===== src/rtl/id_issue_scoreboard.sv =====
// id_issue_scoreboard: issue controller in front of the ID stage.
// It holds one fetched instruction, checks it against a busy-register
// scoreboard for RAW/WAW hazards, and offers it to ID when hazard-free.
// Writebacks clear scoreboard entries; OP_STOP drains all outstanding
// writes before the next instruction is accepted.
// Optional feature: define SB_WB_BYPASS_EN to let a same-cycle writeback
// resolve a hazard (CHECK) or finish a drain (DRAIN) on that edge.
//
// Handshake: a transfer on either side happens on a rising edge where
// valid and ready are both high. instr_ready is high only in IDLE.
// issue_valid is high only in ISSUE, and issue_valid/issue_instr hold
// steady until issue_ready is seen. Neither ready depends
// combinationally on the other side.
//
// Opcode encoding (mirrors defines.v):
//   MOV=0 ADD=1 SUB=2 AND=3 OR=4 NOT=5 CMP=6 MULT=7 DIV=8 OB_CHECK=9
//   VELOCITY_GUARD=10 MOVE_LEFT=11 MOVE_RIGHT=12 STOP=13 CONTINUE=14
//   15..31 are undefined and behave like "neither reads nor writes".
module id_issue_scoreboard #(
  parameter int NUM_REGS = 16,
  parameter int CNT_W    = 16
) (
  input  logic                clk,
  input  logic                reset,
  input  logic                instr_valid,
  input  logic [31:0]         instr,
  output logic                instr_ready,
  output logic                issue_valid,
  output logic [31:0]         issue_instr,
  input  logic                issue_ready,
  input  logic                wb_valid,
  input  logic [3:0]          wb_addr,
  output logic [NUM_REGS-1:0] busy_map,
  output logic [CNT_W-1:0]    stall_cnt,
  output logic                wb_spurious,
  output logic [1:0]          fsm_state
);

  localparam logic [4:0] OP_MOV            = 5'd0;
  localparam logic [4:0] OP_ADD            = 5'd1;
  localparam logic [4:0] OP_SUB            = 5'd2;
  localparam logic [4:0] OP_AND            = 5'd3;
  localparam logic [4:0] OP_OR             = 5'd4;
  localparam logic [4:0] OP_NOT            = 5'd5;
  localparam logic [4:0] OP_CMP            = 5'd6;
  localparam logic [4:0] OP_MULT           = 5'd7;
  localparam logic [4:0] OP_DIV            = 5'd8;
  localparam logic [4:0] OP_OB_CHECK       = 5'd9;
  localparam logic [4:0] OP_VELOCITY_GUARD = 5'd10;
  localparam logic [4:0] OP_STOP           = 5'd13;

  localparam logic [1:0] S_IDLE  = 2'd0;
  localparam logic [1:0] S_CHECK = 2'd1;
  localparam logic [1:0] S_ISSUE = 2'd2;
  localparam logic [1:0] S_DRAIN = 2'd3;

  function automatic logic writes_rd(input logic [4:0] op);
    case (op)
      OP_MOV, OP_ADD, OP_SUB, OP_AND, OP_OR, OP_NOT, OP_MULT, OP_DIV:
        writes_rd = 1'b1;
      default:
        writes_rd = 1'b0;
    endcase
  endfunction

  function automatic logic reads_rs(input logic [4:0] op);
    case (op)
      OP_MOV, OP_ADD, OP_SUB, OP_AND, OP_OR, OP_NOT, OP_CMP, OP_MULT,
      OP_DIV, OP_OB_CHECK, OP_VELOCITY_GUARD:
        reads_rs = 1'b1;
      default:
        reads_rs = 1'b0;
    endcase
  endfunction

  logic [1:0]          state;
  logic [1:0]          state_next;
  logic [31:0]         hold;
  logic [NUM_REGS-1:0] busy;

  logic [4:0]          hold_op;
  logic [3:0]          hold_rd;
  logic [3:0]          hold_rs1;
  logic [3:0]          hold_rs2;
  logic                hold_writes;
  logic                hold_reads;

  logic [NUM_REGS-1:0] clr_mask;
  logic [NUM_REGS-1:0] set_mask;
  logic [NUM_REGS-1:0] busy_view;
  logic [NUM_REGS-1:0] busy_next;
  logic                hazard;
  logic                accept;
  logic                drain_done;

  assign hold_op     = hold[31:27];
  assign hold_rd     = hold[26:23];
  assign hold_rs1    = hold[22:19];
  assign hold_rs2    = hold[18:15];
  assign hold_writes = writes_rd(hold_op);
  assign hold_reads  = reads_rs(hold_op);

  assign accept      = (state == S_ISSUE) && issue_ready;

  // Writeback clear mask for this cycle.
  always_comb begin
    clr_mask = '0;
    if (wb_valid) clr_mask[wb_addr] = 1'b1;
  end

  // Scoreboard set mask: only an accepted issue creates a new writer.
  always_comb begin
    set_mask = '0;
    if (accept && hold_writes) set_mask[hold_rd] = 1'b1;
  end

  // The view of the scoreboard used for hazard and drain decisions.
`ifdef SB_WB_BYPASS_EN
  assign busy_view = busy & ~clr_mask;
`else
  assign busy_view = busy;
`endif

  assign hazard = (hold_reads && (busy_view[hold_rs1] || busy_view[hold_rs2])) ||
                  (hold_writes && busy_view[hold_rd]);
  assign drain_done = (busy_view == '0);

  // Clear first, then set, so a new writer wins over a same-cycle clear.
  assign busy_next = (busy & ~clr_mask) | set_mask;

  // Next-state decode for the issue FSM.
  always_comb begin
    state_next = state;
    case (state)
      S_IDLE:  if (instr_valid) state_next = S_CHECK;
      S_CHECK: if (!hazard) state_next = S_ISSUE;
      S_ISSUE: if (issue_ready) state_next = (hold_op == OP_STOP) ? S_DRAIN : S_IDLE;
      S_DRAIN: if (drain_done) state_next = S_IDLE;
      default: state_next = S_IDLE;
    endcase
  end

  // FSM state and instruction hold register.
  always_ff @(posedge clk or posedge reset) begin
    if (reset) begin
      state <= S_IDLE;
      hold  <= '0;
    end else begin
      state <= state_next;
      if ((state == S_IDLE) && instr_valid) hold <= instr;
    end
  end

  // Scoreboard and spurious-writeback flag.
  always_ff @(posedge clk or posedge reset) begin
    if (reset) begin
      busy        <= '0;
      wb_spurious <= 1'b0;
    end else begin
      busy        <= busy_next;
      wb_spurious <= wb_valid && !busy[wb_addr];
    end
  end

  // Saturating count of CHECK cycles lost to hazards.
  always_ff @(posedge clk or posedge reset) begin
    if (reset) begin
      stall_cnt <= '0;
    end else if ((state == S_CHECK) && hazard && (stall_cnt != '1)) begin
      stall_cnt <= stall_cnt + CNT_W'(1);
    end
  end

  assign instr_ready = (state == S_IDLE);
  assign issue_valid = (state == S_ISSUE);
  assign issue_instr = hold;
  assign busy_map    = busy;
  assign fsm_state   = state;

endmodule


===== config.mk =====
export PLATFORM = sky130hd
export DESIGN_NAME = id_issue_scoreboard
export DESIGN_NICKNAME = d
export VERILOG_FILES = /design/src/rtl/id_issue_scoreboard.sv
export SDC_FILE = /design/constraint.sdc
export NUM_CORES = 1
export LEC_CHECK = 0
export BUFFER_PORTS_ARGS = -buffer_cell sky130_fd_sc_hd__buf_2
export CAP_MARGIN = 20
export CORE_MARGIN = 5
export CORE_UTILIZATION = 46
export DETAILED_ROUTE_END_ITERATION = 16
export PLACE_DENSITY = 0.84
export SYNTH_ARGS = -nofsm -noshare
export SYNTH_HDL_FRONTEND = slang
export SYNTH_SLANG_ARGS = --single-unit

===== constraint.sdc =====
create_clock -name clk -period 1.9 [get_ports clk]
set_input_delay 0.38 -clock clk [delete_from_list [all_inputs] [get_ports clk]]
set_output_delay 0.38 -clock clk [all_outputs]
set_load 0.01 [all_outputs]

==> impl_metrics.toml <==
[drt]
drc = 0
finalWirelength_um = 9445
wl_per_cell_um = 17.85
drt_iter0_markers = 173
routed_via_density = 5.480
vias = 2899
dr.pass1.iters = 5
final_antenna_net_count = 0

[cells_and_area]
area_growth_pct = 38.07
nNetsFinal = 467
diodes = 0
fin_area_um2 = 4664
drive_gt1_frac = 0.5791
area.sequential_um2 = 1680
multi_input_area_um2 = 1668
n_fill_cell = 594
finish.utilization = 0.6465

[logic_synthesis]
ys_ff_latch = 67
synth_top_area_frac = 0.4963
synthFlopType = "dfrtp_1"
yosysSeqAreaShare = 0.4963
syn-num-nets = 298
synthCells = 256
synth_edf_count = 0
syn_area_um2 = 3378
synth.most_common_cell = "dfrtp_1"
synth_cell_types = 42
synthArstFlopShare = 1.000
netlist_top_cells_area = "dfrtp_1 50%, mux2_2 11%, mux4_2 9.3%"
yosys.area.top_type = "dfrtp_1"
synthTopCellsByCount = "67 x dfrtp_1, 33 x mux2_2, 32 x o21ai_0, 14 x mux4_2, 14 x xnor2_1"
ys_warn_count = 0
syn_avg_cell_area_um2 = 13.20

[clock_network]
cts.clk_slew.worst_paths_ns = 0.07
worstSkewPairLatency_ns = 0.36
cts.sinks = 67
cts_buffer_depth = 2
cts_hold_buf = 0
htree_levels = 3
cts-root-buf = "clkbuf_8"
cts_tree = "built"
numCtsBuffers = 9

[grt]
grt_start_max_net_pins = 27
grt.overflow.total = 0
antenna_found_initial = 0
grt_pass1_vias = 2964
grt_pass1_wl_um = 14860
grt_use_total = 0.2167

[critical_path]
path_class = "reg2reg"
cp.required_ns = 2.14
start_kind = "register"
endpoint_kind = "register"
cp_max_fo = 8
critPathArrivalTime_ns = 2.34

[placement]
pre_cts_ws_ns = -0.3042
gp_congestion = 0.9655
io_buffer_count = 109
dp_hpwl_um = 7164
placed_area_um2 = 4423

[outcome]
status = "finished with violations"
violations = "setup timing"

[timing]
fmax_mhz = 475.9
slew_violations = 0
fin_crit_ns = 2.101
tightestPinTransition_ns = 0.4957
finalClockSkew_ns = 0.007935
rsz0062_at_grt = "true"
setup_viol = 18
min_period_over_period = 1.106
hold_viol = 0
slew_headroom = 0.6688
finalWorstSetupSlack_ns = -0.2012

[floorplan]
io_pins = 110
initial_core_util = 0.4683
dieHeight_um = 95.70
rows = 31
die_width_um = 95.70
core_um2 = 7214
die-area_um2 = 9158

[power]
powerDensity_nw_per_um2 = 1606
p_leak_nw = 2.278
vdd_ir_drop_max_uv = 801.8
fin_total_pwr_mw = 7.490

[run]
maxCapViolations = 0

[min_path]
worstHoldPathType = "in2async"
==> timing repair <==
action / in CTS / in global routing
buffers inserted: 1 / 0
cloned: 1 / 0
endpoints found under the setup margin: 18 / 20
gates resized for setup: 5 / 7
pin swaps: 5 / 9
==> cells in the final DEF, fill, tap and decap left out, drive strengths merged, types with 4 or more instances in the layout <==
master,netlist,final
o21ai,33,33
nand3,5,5
xnor2,14,14
nand4,7,7
mux2i,7,7
buf,5,167
nand2b,7,7
mux4,18,18
nand2,12,12
dfrtp,67,67
nor4,4,4
clkbuf,5,14
and3,7,7
mux2,33,33
==> registers in the layout, summed over array words and instances, names as in the netlist <==
name         cells
busy_map        16
fsm_state        2
issue_instr     32
stall_cnt       16
wb_spurious      1
==> metrics by stage <==
| stage | instances | hold WS, ns | TNS [ns] |
|---|---|---|---|
| after CTS | 529 | 0.06374 | -2.144 |
| after floorplan | 256 | 0.5162 | -2.582 |
| after detailed placement | 511 | 0.4314 | -3.618 |
| after global placement | 511 | 0.4294 | -2.107 |
| final | 529 | 0.04298 | -1.996 |
| after global routing | 529 | 0.07868 | -3.912 |
==> per-layer routing <==
layer / track usage / wire (um) / vias up
met1: 0.2784 / 3715 / 1404
met2: 0.3416 / 4652 / 160
met4: 0.09242 / 279 / 0
met3: 0.06568 / 798 / 30
li1: - / - / 1305
met5: 0 / 0 / -
==> path summary, 6_finish.rpt <==
check | from | end | slack [ns] | cells after the start
worst min-delay path | reset | stall_cnt[4] | 0.04 | 2
worst max-delay path | issue_instr[23] | stall_cnt[1] | -0.20 | 5
max in group asynchronous | reset | issue_instr[29] | 1.23 | 3
worst min register to register | issue_instr[13] | issue_instr[13] | 0.51 | 1
worst max register to register | issue_instr[23] | stall_cnt[1] | -0.20 | 5
min in group clk | instr[22] | issue_instr[22] | 0.26 | 2
==> logic make-up (layout without fill, tap and decap cells) <==
logic type,after synthesis,in the layout,synth area share
AOI/OAI and AO/OA,43,44,0.07667
adders and majority gates,1,1,0.003703
buffers and inverters,11,184,0.01963
muxes,58,58,0.2552
DFF,67,67,0.4963
xor gates and xnor gates,15,15,0.03889
and+or+nand+nor,61,61,0.1096
==> area by class of cell <==
class	count	share of cell area
sequential	67	0.3602
multi-input combinational	179	0.3576
timing repair buffer	167	0.2138
clock buffer	14	0.03273
tap	99	0.02656
clock inverter	2	0.007511
inverter	1	0.001609
==> worst max-delay path: stages, from the launching register on <==
cell and delay, ns:
dfrtp_2 0.44, mux4_2 0.51, mux4_2 0.51, nand2b_4 0.13
a21oi_4 0.10, mux2_2 0.30
==> power breakdown <==
group | total, mW | switching (mW) | internal, mW
combinational | 3.73 | 1.69 | 2.04
sequential | 2.58 | 0.587 | 1.99
clock | 1.19 | 0.543 | 0.643
total | 7.49 | 2.82 | 4.68
No activity file was read; power rests on OpenSTA's default activity.
